--- src/rtl/alu_seq_pkg.sv ---
// Shared opcodes, FSM state codes and default timing for the ALU sequencer.
package alu_seq_pkg;

    localparam int MUL_CYCLES_DEF = 32;
    localparam int ALU_LAT_DEF    = 1;

    localparam logic [5:0] OP_AND   = 6'b100100;
    localparam logic [5:0] OP_OR    = 6'b100101;
    localparam logic [5:0] OP_ADD   = 6'b100000;
    localparam logic [5:0] OP_SUB   = 6'b100010;
    localparam logic [5:0] OP_SLT   = 6'b101010;
    localparam logic [5:0] OP_SLL   = 6'b000010;
    localparam logic [5:0] OP_MULTU = 6'b011001;
    localparam logic [5:0] OP_MFHI  = 6'b010000;
    localparam logic [5:0] OP_MFLO  = 6'b010010;
    localparam logic [5:0] OP_IDLE  = 6'b000000;

    typedef logic [2:0] state_t;
    localparam state_t ST_IDLE      = 3'd0;
    localparam state_t ST_RUN_ALU   = 3'd1;
    localparam state_t ST_RUN_MUL   = 3'd2;
    localparam state_t ST_MUL_LATCH = 3'd3;
    localparam state_t ST_RESP      = 3'd4;

    function automatic logic op_legal(input logic [5:0] op);
        case (op)
            OP_AND, OP_OR, OP_ADD, OP_SUB, OP_SLT, OP_SLL,
            OP_MULTU, OP_MFHI, OP_MFLO: return 1'b1;
            default:                    return 1'b0;
        endcase
    endfunction

endpackage

--- src/rtl/alu_seq_counter.sv ---
// Latency counter: clears on request, counts while enabled, saturates at the terminal value.
module alu_seq_counter #(
    parameter int W = 6
) (
    input  logic         clk,
    input  logic         reset,
    input  logic         clr,
    input  logic         en,
    input  logic [W-1:0] last,
    output logic         tc
);

    logic [W-1:0] count;

    assign tc = (count == last);

    // Holding at the terminal value keeps the counter from ever wrapping.
    always_ff @(posedge clk) begin
        if (!reset) begin
            count <= '0;
        end else if (clr) begin
            count <= '0;
        end else if (en && !tc) begin
            count <= count + 1'b1;
        end
    end

endmodule

--- src/rtl/alu_sequencer.sv ---
// Request/response sequencer that drives an external ALU datapath and times its
// single-cycle, multiply and HI/LO-move operations.
module alu_sequencer
    import alu_seq_pkg::*;
#(
    parameter int MUL_CYCLES = MUL_CYCLES_DEF,
    parameter int ALU_LAT    = ALU_LAT_DEF
) (
    input  logic        clk,
    input  logic        reset,
    input  logic        req_valid,
    output logic        req_ready,
    input  logic [5:0]  req_op,
    input  logic [31:0] req_a,
    input  logic [31:0] req_b,
    output logic [5:0]  alu_signal,
    output logic [31:0] alu_dataA,
    output logic [31:0] alu_dataB,
    input  logic [31:0] alu_result,
    output logic        rsp_valid,
    input  logic        rsp_ready,
    output logic [31:0] rsp_data,
    output logic        rsp_err,
    output logic        busy,
    output logic        hilo_valid
);

    localparam int CNT_MAX = (MUL_CYCLES > ALU_LAT) ? MUL_CYCLES : ALU_LAT;
    localparam int CNT_W   = $clog2(CNT_MAX) + 1;

    state_t           state;
    state_t           state_n;
    logic [5:0]       op;
    logic             xfer;
    logic             cnt_en;
    logic             cnt_tc;
    logic [CNT_W-1:0] cnt_last;

    assign req_ready = (state == ST_IDLE);
    assign busy      = (state != ST_IDLE);
    assign rsp_valid = (state == ST_RESP);
    assign xfer      = req_valid && req_ready;
    assign cnt_en    = (state == ST_RUN_ALU) || (state == ST_RUN_MUL);
    assign cnt_last  = (state == ST_RUN_MUL) ? CNT_W'(MUL_CYCLES - 1) : CNT_W'(ALU_LAT - 1);

    alu_seq_counter #(.W(CNT_W)) u_counter (
        .clk   (clk),
        .reset (reset),
        .clr   (xfer),
        .en    (cnt_en),
        .last  (cnt_last),
        .tc    (cnt_tc)
    );

    // Illegal opcodes never reach a RUN state, so the datapath only sees legal codes.
    always_comb begin
        alu_signal = OP_IDLE;
        if (state == ST_RUN_ALU || state == ST_RUN_MUL || state == ST_MUL_LATCH) begin
            alu_signal = op;
        end
    end

    always_comb begin
        state_n = state;
        case (state)
            ST_IDLE: begin
                if (req_valid) begin
                    if (!op_legal(req_op))       state_n = ST_RESP;
                    else if (req_op == OP_MULTU) state_n = ST_RUN_MUL;
                    else                         state_n = ST_RUN_ALU;
                end
            end
            ST_RUN_ALU:   if (cnt_tc) state_n = ST_RESP;
            ST_RUN_MUL:   if (cnt_tc) state_n = ST_MUL_LATCH;
            ST_MUL_LATCH: state_n = ST_RESP;
            ST_RESP:      if (rsp_ready) state_n = ST_IDLE;
            default:      state_n = ST_IDLE;
        endcase
    end

    always_ff @(posedge clk) begin
        if (!reset) begin
            state      <= ST_IDLE;
            op         <= OP_IDLE;
            alu_dataA  <= '0;
            alu_dataB  <= '0;
            rsp_data   <= '0;
            rsp_err    <= 1'b0;
            hilo_valid <= 1'b0;
        end else begin
            state <= state_n;
            if (xfer) begin
                op        <= req_op;
                alu_dataA <= req_a;
                alu_dataB <= req_b;
                rsp_data  <= '0;
                rsp_err   <= !op_legal(req_op);
            end
            if (state == ST_RUN_ALU && cnt_tc) begin
                rsp_data <= alu_result;
            end
            if (state == ST_MUL_LATCH) begin
                hilo_valid <= 1'b1;
            end
        end
    end

endmodule

--- config.mk ---
export PLATFORM = sky130hd
export DESIGN_NAME = alu_sequencer
export DESIGN_NICKNAME = d
export VERILOG_FILES = /design/src/rtl/alu_seq_pkg.sv /design/src/rtl/alu_seq_counter.sv /design/src/rtl/alu_sequencer.sv
export SDC_FILE = /design/constraint.sdc
export NUM_CORES = 1
export LEC_CHECK = 0
export CORE_ASPECT_RATIO = 1.2
export CORE_UTILIZATION = 38
export DETAILED_ROUTE_END_ITERATION = 16
export HOLD_SLACK_MARGIN = 0.03
export PLACE_DENSITY = 0.77
export REMOVE_ABC_BUFFERS = 1
export SLEW_MARGIN = 20
export SYNTH_ARGS = -nofsm -noshare
export SYNTH_HDL_FRONTEND = slang
export SYNTH_SLANG_ARGS = --single-unit
--- constraint.sdc ---
create_clock -name clk -period 2.01 [get_ports clk]
set_clock_uncertainty 0.2 [all_clocks]
set_input_delay 0.603 -clock clk [delete_from_list [all_inputs] [get_ports clk]]
set_output_delay 0.603 -clock clk [all_outputs]
set_load 0.1 [all_outputs]
-- Yosys cells after proc, flatten, opt, wreduce, memory -nomap -nowiden
Cells that the tools add are included.
- bits in registers: 113
- latch bits: 0
- bits in writable memories: 0
- ROM bits: 0
- word-level logic and storage cells: 57
- memories: 0
- add/subtract/negate cells: 1
- multipliers: 0
- div/mod/pow operators: 0
- $lt $le $gt $ge: 0
- eq/ne operators: 18
- shift operators: 0
- multiplexer cells: 16
- bitwise gates (word level): 1
- reductions and logical operators: 13
- operator list (cell ; count):
    $mux 32 ; 2
    $eq 6x6->1 const B ; 5
    $eq 6x5->1 const B ; 3
    $mux 3 ; 5
    $pmux 3 s5 ; 1
    $reduce_or 9->1 ; 1
    $add 6x1->6 const B ; 1
    $eq 3x2->1 const B ; 2
    $eq 6x2->1 const B ; 1
    $eq 6x5->1 ; 1
    $mux 6 ; 1
    $ne 2x2->1 const B ; 3
    $mux 1 ; 5
    $mux 5 ; 1
    $reduce_and 4->1 ; 1
    $eq 3x1->1 const B ; 1
    $eq 3x3->1 const B ; 1
    $logic_and 1x1->1 ; 3
    $logic_not 3->1 ; 1
    $reduce_bool 3->1 ; 1
    $logic_not 1->1 ; 2
    $logic_or 1x1->1 ; 2
    $mux 2 ; 1
    $ne 2x1->1 const B ; 1
    3 further kinds ; 3

-- Longest topological paths before layout
Gate-level depths: netlist (run 1).
- word-level depth: 8
- mapped depth: 7
- gate-level depth less buffers: 5

-- Cells and area by module
Synthesis (run 1) repeated with hierarchy kept, for this count alone.
- cell total of the unflattened synthesis: 534
- area total of the unflattened synthesis: 4838.4 µm²
- by module, submodules not included (module ; instances ; cells each ; area an instance (µm²) ; seq. area each (µm²)):
    alu_sequencer ; 1 ; 475 ; 4365.4 ; 2142.1
    alu_seq_counter ; 1 ; 59 ; 473.0 ; 120.1

-- Least setup slack after synthesis (run 1)
No wires, ideal clock.
- path kind: register to output
- start: reg state[2]
- end: out busy
- data arrival time: 2.643 ns
- required time: 1.207 ns
- path slack: -1.436 ns
- stages on the path, launching flop included: 4
- buffers on the path: 1
- path through: dfxtp_1 -> buf_2 -> nor3_2 -> inv_1
- word-level cells in the longest chain between the ends: 1
- ends and longest elaborated chain (what ; line ; source):
    from (decl) ; alu_sequencer.sv:31 ; state_t state;
    from (signal assigned) ; alu_sequencer.sv:91 ; state <= state_n;
    $reduce_bool 3->1 ; alu_sequencer.sv:40 ; assign busy = (state != ST_IDLE);
    to (decl) ; alu_sequencer.sv:24 ; output logic busy,
No other way between the ends.

-- Worst setup path in the final report (run 1)
- start: reg state[0]
- end: out req_ready
- word-level cells in the longest chain between the ends: 1
- ends and longest elaborated chain (what ; line ; source):
    $logic_not 3->1 ; alu_sequencer.sv:39 ; assign req_ready = (state == ST_IDLE);
    to (decl) ; alu_sequencer.sv:12 ; output logic req_ready,
No other way between the ends.

==> impl_metrics.tcl, run 1 <==
set metrics [dict create \
    dp_slack_ns -0.716 \
    hold_buffers 0 \
    crit_start "state[0]" \
    slowest_stage "dfxtp_2" \
    synthesis.area_sq_um 4840 \
    grt_max_degree 60 \
    hpwl_mm 10.2 \
    drive_gt1_frac 0.330 \
    setup_violations 9 \
    track_usage 0.227 \
    area_growth_pct 88.2 \
    crit_family "buffers and inverters" \
    chipWidth_um 105 \
    dieArea_sq_um 13200 \
    cts_max_path_buffers 2 \
    syn_avg_cell_area_sq_um 8.93 \
    boundaryPins 213 \
    hp-class "register to register" \
    path_clk_slew_ns 0.06 \
    wl_per_cell_um 15.8 \
    antenna_cells 0 \
    cts_tree "built" \
    fin_crit_sh 1.07 \
    grt_pass1_vias 5015 \
    synthCells 542 \
    violations "setup timing" \
    synth_edf_count 0 \
    insertion_delay_ns 0.41 \
    cp_num_buf_inv 3 \
    rows 44 \
    path_cells "buf_4 -> nor3_4 -> buf_6 -> buf_12" \
    first_pass_iters 4 \
    core_sq_um 12300 \
    slew_headroom 0.711 \
    first_iter_violations 190 \
    crit_required_ns 1.21 \
    synth_cell_types 41 \
    totalWireLength_mm 14.9 \
    synth_flop_cell "dfxtp_1" \
    numCtsBuffers 17 \
    cp_slowest_stage_delay_ns 0.34 \
    reg2reg_from "state[1]" \
    grt_pass1_wl_mm 23.8 \
    finalHoldViolations 0 \
    status "finished with violations" \
    htree_levels 4 \
    ys_seq_elements 113 \
    final.setup.tns_ns -1.21 \
    timing.max_cap.violations 0 \
    seq_area_frac_synth 0.467 \
    clock.fmax_mhz 465 \
    yosysWarnings 0 \
    die_y_um 126 \
    fin_crit_ns 2.15 \
    worst_pin_slew_ns 0.434 \
    power.density_nw_per_um2 851 \
    rsz0062_at_grt "true" \
    antenna_found_initial 0 \
    critPathMaxFanout 5 \
    vdd_drop_max_mv 0.731 \
    fin_nets 873 \
    crit_type "register to output port" \
    gp_congestion 0.907 \
    start_util 0.394 \
    drcViolationCount 0 \
    port_buffers 212 \
    clock_sinks 113 \
    async_flop_share 0 \
    antenna_left 0 \
    overflow 0 \
    num_vias 4661 \
    fin_ws_ns -0.142 \
    p_leak_nw 3.49 \
    crit_path_end_kind "output port" \
    root_buffer "clkbuf_16" \
    slew_viol_final 0 \
    worstPathArrival_ns 1.35 \
    critPathLaunchType "register" \
    holdCritStartpoint "op[4]" \
    vias_per_cell 4.96 \
]
-- metrics by stage --
stage | total power [W] | area [sq um] | hold slack, ns | utilization | cells
3_3_place_gp | 0.00451 | 8310 | 0.238 | 0.677 | 903
5_1_grt | 0.00801 | 9110 | 0.276 | 0.742 | 940
4_1_cts | 0.00778 | 9080 | 0.261 | 0.739 | 939
3_5_place_dp | 0.00455 | 8310 | 0.249 | 0.677 | 903
6_report | 0.00775 | 9110 | 0.257 | 0.742 | 940
2_1_floorplan | 0.00360 | 4610 | 0.230 | - | 501
-- synth_stat cells, types with 4 or more instances --
library cell,instances,share of area
a21boi_0,65,0.10
a21boi_2,26,0.060
and3_1,4,0.0052
buf_2,19,0.020
nor2_1,11,0.0085
clkbuf_1,15,0.012
nand2_1,179,0.14
a21oi_1,4,0.0041
a21boi_1,12,0.019
xor2_1,6,0.011
and2_1,7,0.0090
nor2b_1,4,0.0052
nor4b_1,4,0.0072
nand3_2,30,0.062
dfxtp_1,113,0.47
nand3_1,9,0.0093
-- cell type report --
class	instances	area, sq um
multi-input combinational	385	2420
sequential	113	2270
timing repair buffer	246	3570
inverter	3	11.3
tap	161	201
fill	783	3160
clock inverter	15	209
clock buffer	17	425
-- worst paths after layout --
path | to | slack [ns] | depth (start not counted)
worst max-delay path | req_ready | -0.14 | 4
worst min-delay path | op[4] | 0.26 | 2
worst max register to register | u_counter.count[4] | 0.10 | 7
worst min register to register | op[4] | 0.26 | 2
-- placed cells by master (no fill, tap or decap), drive strengths merged, types with 2 or more instances in the layout --
master	netlist	final
and3	4	4
nor2	11	11
o21ai	2	2
buf	26	141
xor2	6	6
nand3	39	39
nor3	4	4
nand2	180	180
dfxtp	113	113
inv	3	6
dlymetal6s2s	0	3
dlygate4sd2	0	3
clkdlybuf4s50	0	98
and2	7	7
a21oi	4	4
clkinvlp	0	3
bufinv	0	4
a21boi	103	103
clkbuf	15	18
clkinv	0	5
nor4b	4	4
nor2b	4	4
-- registers in the layout, indices dropped and copies added, names as in the netlist --
| signal | count |
|---|---|
| alu_dataA | 32 |
| op | 6 |
| hilo_valid | 1 |
| u_counter.count | 6 |
| rsp_err | 1 |
| state | 3 |
| alu_dataB | 32 |
| rsp_data | 32 |
-- layer usage --
layer,share of wire,track usage
met5,0,0
met1,0.37,0.226
met4,0.027,0.0961
met2,0.52,0.421
met3,0.076,0.0839
-- kinds of logic (layout without fill, tap and decap cells) --
group,Yosys count,in the layout,synth area share
simple gates,259,259,0.264
compound gates,118,118,0.203
flops,113,113,0.467
buf+inv,44,281,0.0506
xor+xnor,6,6,0.0109
fa+ha+maj,1,1,0.00258
mux,1,1,0.00233
-- tightest hold or removal path: cells and delay by family, from the launching register on --
family | cells | cell delay [ns]
and+or+nand+nor | 1 | 0.05
AOI/OAI and AO/OA | 1 | 0.05
DFF | 1 | 0.30
-- report_power, final --
| group | total, W | internal, W | switching [W] |
|---|---|---|---|
| Sequential | 0.00249 | 0.00236 | 0.000127 |
| Combinational | 0.00206 | 0.000809 | 0.00125 |
| Clock | 0.00320 | 0.00209 | 0.00112 |
-- timing repair --
action,4_1_cts,5_1_grt
setup endpoints to repair,14,19
pin swaps,10,6
gates cloned,1,1
setup buffers,3,0
gates resized for setup,27,7
Note: power is estimated with default switching activity, not from simulation.
==> run 2: changes to the inputs <==
REMOVE_ABC_BUFFERS = default   (was 1)
==> run 2 against run 1 <==
Effect of this change:
- the run still ends with setup timing left
- critical path depth did not move
- worst setup slack worse by 0.025 ns
- maximum frequency decreased by 1.2%
- combinational power grew 2%
- final cell count increased by 0.11%
- die area unchanged
- first-iteration DRC count down 25%
- largest power group unchanged
- highest routed layer unchanged
==> impl_metrics.tcl, run 2 (same netlist as run 1, synthesis figures left out) <==
set metrics [dict create \
    status "finished with violations" \
    violations "setup timing" \
    antenna_cells 0 \
    final.setup.tns_ns -1.30 \
    crit_family "buffers and inverters" \
    track_usage 0.225 \
    largestRegisters "alu_dataA: 32 flops, alu_dataB: 32 flops, rsp_data: 32 flops" \
    hp-class "register to register" \
    p_int_w 0.00539 \
    vias_per_cell 4.98 \
    cts_tree "built" \
    pwr-share-comb 0.270 \
    worst_pin_slew_ns 0.394 \
    reg2reg_from "state[1]" \
    hpwl_mm 10.7 \
    final.fill_count 790 \
    crit_path_end_kind "output port" \
    path_depth 4 \
    cp_num_buf_inv 3 \
    critPathMaxFanout 4 \
    pwr-share-seq 0.320 \
    final_cell_mix "nand2_1, buf_12, dfxtp_1" \
    worstReg2RegEnd "u_counter.count[5]" \
    slew_headroom 0.733 \
    hold_buffers 0 \
    wl_per_cell_um 15.7 \
    worstPathArrival_ns 1.37 \
    switching_share 0.307 \
    p_leak_nw 3.58 \
    drive_gt1_frac 0.345 \
    whs_path_depth 2 \
    first_iter_violations 143 \
    critPathCapture "busy" \
    fin_ws_ns -0.167 \
    post_dp_cell_area_sq_um 8400 \
    crit_type "register to output port" \
    r2r_setup_slack_ns 0.07 \
    htree_levels 4 \
    boundaryPins 213 \
    fin_nets 875 \
    path_clk_slew_ns 0.06 \
    fin_crit_ns 2.18 \
    p_switching_w 0.00238 \
    layout_commonest_cell "nand2_1" \
    r2r_cells 7 \
    slowest_stage "dfxtp_4" \
    slew_viol_final 0 \
    clock_sinks 113 \
    port_buffers 212 \
    dieArea_sq_um 13200 \
    core_sq_um 12300 \
    die_y_um 126 \
    rsz0062_at_grt "true" \
    hold_slack_ns 0.266 \
    setup_violations 9 \
    overflow 0 \
    grt_pass1_vias 4897 \
    crit_required_ns 1.21 \
    finalHoldViolations 0 \
    power.density_nw_per_um2 842 \
    antenna_left 0 \
    insertion_delay_ns 0.40 \
    gp_congestion 0.884 \
    clock.fmax_mhz 459 \
    totalWireLength_mm 14.8 \
    design_area_sq_um 9230 \
    num_vias 4684 \
    area_growth_pct 90.6 \
    dp_slack_ns -0.616 \
    final_cells 941 \
    vdd_drop_max_mv 0.659 \
    start_util 0.394 \
    drcViolationCount 0 \
    numCtsBuffers 17 \
    cts_max_path_buffers 2 \
    grt_pass1_wl_mm 23.6 \
    first_pass_iters 5 \
    p_clk_frac 0.410 \
    root_buffer "clkbuf_16" \
    critPathLaunchType "register" \
    crit_start "state[0]" \
    cp_slowest_stage_delay_ns 0.36 \
    rows 44 \
    path_cells "buf_6 -> nor3_4 -> inv_2 -> buf_12" \
    antenna_found_initial 0 \
    grt_max_degree 57 \
    chipWidth_um 105 \
    syn_nets 649 \
    dp_cells 903 \
    fin_crit_sh 1.08 \
    timing.max_cap.violations 0 \
]
==> run 2: changes by cell type in the layout (fill, tap and decap cells not counted), sizes merged <==
cell and delta:
clkbuf +4, dlygate4sd2 -2, dlymetal6s2s +2, inv -4, buf +2, clkinvlp -1
==> run 2: power by group through the flow <==
stage / sequential (W) / clock, W / combinational, W
2_1_floorplan: 0.00322 / 0 / 0.000530
3_3_place_gp: 0.00252 / 0 / 0.00204
3_5_place_dp: 0.00253 / 0 / 0.00206
4_1_cts: 0.00249 / 0.00324 / 0.00209
5_1_grt: 0.00250 / 0.00334 / 0.00218
6_report: 0.00249 / 0.00319 / 0.00210
==> run 2: tightest hold or removal path, cell delays in order, from the launching register on <==
cell      delay [ns]
dfxtp_1         0.31
nand2_1         0.05
a21boi_1        0.06
==> run 2: worst min-delay path by stage <==
stage | start | endpoint | slack [ns]
finish | op[2] | op[2] | 0.27
global route | op[2] | op[2] | 0.29
CTS | op[0] | op[0] | 0.27
detailed placement | op[0] | op[0] | 0.25
global placement | op[0] | op[0] | 0.24
floorplan | op[0] | op[0] | 0.24
==> run 2: per-stage QoR <==
stage / utilization / total power (W)
finish: 0.752 / 0.00777
global route: 0.752 / 0.00802
CTS: 0.744 / 0.00782
detailed placement: 0.684 / 0.00460
global placement: 0.684 / 0.00456
floorplan: - / 0.00375
==> run 2: metal layers <==
| layer | part of all wire | GRT usage | vias up |
|---|---|---|---|
| met1 | 0.37 | 0.224 | 2196 |
| met3 | 0.057 | 0.0647 | 39 |
| met4 | 0.042 | 0.121 | 0 |
| met2 | 0.53 | 0.419 | 189 |
| li1 | - | - | 2260 |
| met5 | 0 | 0 | - |
==> run 2: cell type report <==
class / count / area (sq um) / share of cell area
multi-input combinational: 385 / 2490 / 0.270
tap: 161 / 201 / 0.0218
clock buffer: 21 / 480 / 0.0520
sequential: 113 / 2270 / 0.246
timing repair buffer: 248 / 3610 / 0.392
clock inverter: 10 / 156 / 0.0169
inverter: 3 / 15.0 / 0.00163
==> run 2: timing repair <==
item                       4_1_cts  5_1_grt
gates cloned                     0        1
pin swaps                        6        9
buffers inserted                 6        1
setup endpoints to repair       43       47
hold endpoints to repair         0        0
resized for setup               21       15
==> run 3: changes to the inputs <==
CORE_ASPECT_RATIO = default   (was 1.2)
==> run 3 against run 2 <==
Effect of this change:
- the run still ends with setup timing left
- routed wire length rose by 1.2%
- worst hold slack got worse by 0.0023 ns
- worst setup slack got worse by 0.053 ns
- non-clock buffer count fell by 1
- flip-flop and latch count did not move
- global-route usage rose by 0.69 points
- die area barely moved
- first-iteration DRC count rose by 88%
- final cell count rose by 0.64%
- register-to-register slack barely moved
- critical path type unchanged
- critical endpoint is now req_ready
- largest cell class unchanged
- highest routed layer unchanged
==> impl_metrics.tcl, run 3 (same netlist as run 1, synthesis figures left out) <==
set metrics [dict create \
    final_cells 947 \
    overflow 0 \
    drcViolationCount 0 \
    clock.fmax_mhz 448 \
    dp_cells 913 \
    chipWidth_um 115 \
    design_area_sq_um 9140 \
    power.density_nw_per_um2 844 \
    antenna_cells 0 \
    critPathLaunchType "register" \
    fin_crit_sh 1.11 \
    insertion_delay_ns 0.41 \
    boundaryPins 213 \
    die_y_um 115 \
    cts_max_path_buffers 2 \
    htree_levels 4 \
    antenna_left 0 \
    p_leak_nw 3.52 \
    drive_gt1_frac 0.332 \
    final_cell_mix "nand2_1, buf_12, dfxtp_1" \
    timing.max_cap.violations 0 \
    track_usage 0.232 \
    fin_crit_ns 2.23 \
    crit_required_ns 1.21 \
    fin_ws_ns -0.220 \
    holdCritStartpoint "op[1]" \
    first_pass_iters 5 \
    gp_congestion 0.840 \
    finalHoldViolations 0 \
    vias_per_cell 4.92 \
    start_util 0.397 \
    grt_max_degree 57 \
    worstPathArrival_ns 1.43 \
    grt_pass1_wl_mm 23.6 \
    largestRegisters "alu_dataA: 32 flops, alu_dataB: 32 flops, rsp_data: 32 flops" \
    worst_pin_slew_ns 0.487 \
    reg2reg_from "u_counter.count[1]" \
    hold_buffers 0 \
    syn_nets 649 \
    root_buffer "clkbuf_16" \
    rsz0062_at_grt "true" \
    slew_headroom 0.675 \
    crit_path_end_kind "output port" \
    numCtsBuffers 17 \
    setup_violations 9 \
    fin_nets 874 \
    dieArea_sq_um 13200 \
    rows 40 \
    grt_pass1_vias 4955 \
    first_iter_violations 269 \
    crit_start "state[1]" \
    port_buffers 212 \
    vdd_drop_max_mv 0.650 \
    hpwl_mm 11.0 \
    num_vias 4663 \
    slew_viol_final 0 \
    crit_type "register to output port" \
    path_clk_slew_ns 0.05 \
    clock_sinks 113 \
    wl_per_cell_um 15.8 \
    violations "setup timing" \
    antenna_found_initial 0 \
    layout_commonest_cell "nand2_1" \
    post_dp_cell_area_sq_um 8410 \
    status "finished with violations" \
    hp-class "register to register" \
    core_sq_um 12200 \
    area_growth_pct 88.8 \
    critPathMaxFanout 4 \
    final.setup.tns_ns -1.82 \
    totalWireLength_mm 15.0 \
    cts_tree "built" \
    finalPower_w 0.00771 \
]
## run 3: changes by cell type in the layout (fill, tap and decap cells not counted), moves of 2 or more
cell | before | now
clkdlybuf4s50_1 | 98 | 100
dfxtp_4 | 3 | 1
dlymetal6s2s_1 | 5 | 2
nor2_4 | 2 | 0
## run 3: final cells by class
class / count / area, sq um
fillers: 832 / 3070
clock inverters: 11 / 160
flip-flops and latches: 113 / 2270
multi-input cells: 385 / 2440
well taps: 168 / 210
repair buffers: 247 / 3580
clock buffers: 20 / 467
inverters: 3 / 15.0
## run 3: metal layers
metal	routed length, um	global-route usage
met2	7810	0.434
met4	550	0.138
met1	5490	0.225
met5	0	0
met3	1120	0.0701
## run 3: power breakdown
group | internal [W] | leakage (nW) | switching, W | total (W)
combinational | 0.000826 | 2.29 | 0.00125 | 0.00208
clock | 0.00215 | 0.307 | 0.000998 | 0.00315
sequential | 0.00236 | 0.924 | 0.000125 | 0.00249
## run 3: path summary, 6_finish.rpt
| check | slack (ns) | endpoint | cells after the start |
|---|---|---|---|
| max | -0.22 | req_ready | 4 |
| min reg2reg | 0.26 | op[1] | 2 |
| max reg2reg | 0.07 | rsp_data[28] | 6 |
| min | 0.26 | op[1] | 2 |
## run 3: critical path, stage by stage, from the launching register on
cell,delay [ns]
dfxtp_2,0.33
buf_6,0.12
nor3_4,0.25
buf_6,0.15
buf_12,0.16
## run 3: repair_timing
| action | 4_1_cts | 5_1_grt |
|---|---|---|
| setup endpoints to repair | 43 | 43 |
| resized for setup | 16 | 3 |
| endpoints found under the hold margin | 0 | 0 |
| buffers inserted | 2 | 0 |
| cloned | 0 | 1 |
| pin swaps | 5 | 2 |
## run 3: through the flow
stage,hold WS [ns],util,worst slack [ns]
after floorplan,0.235,-,-0.791
after global placement,0.243,0.689,-0.570
after CTS,0.264,0.746,-0.246
final,0.264,0.749,-0.220
after detailed placement,0.249,0.689,-0.592
after global routing,0.291,0.749,-0.296
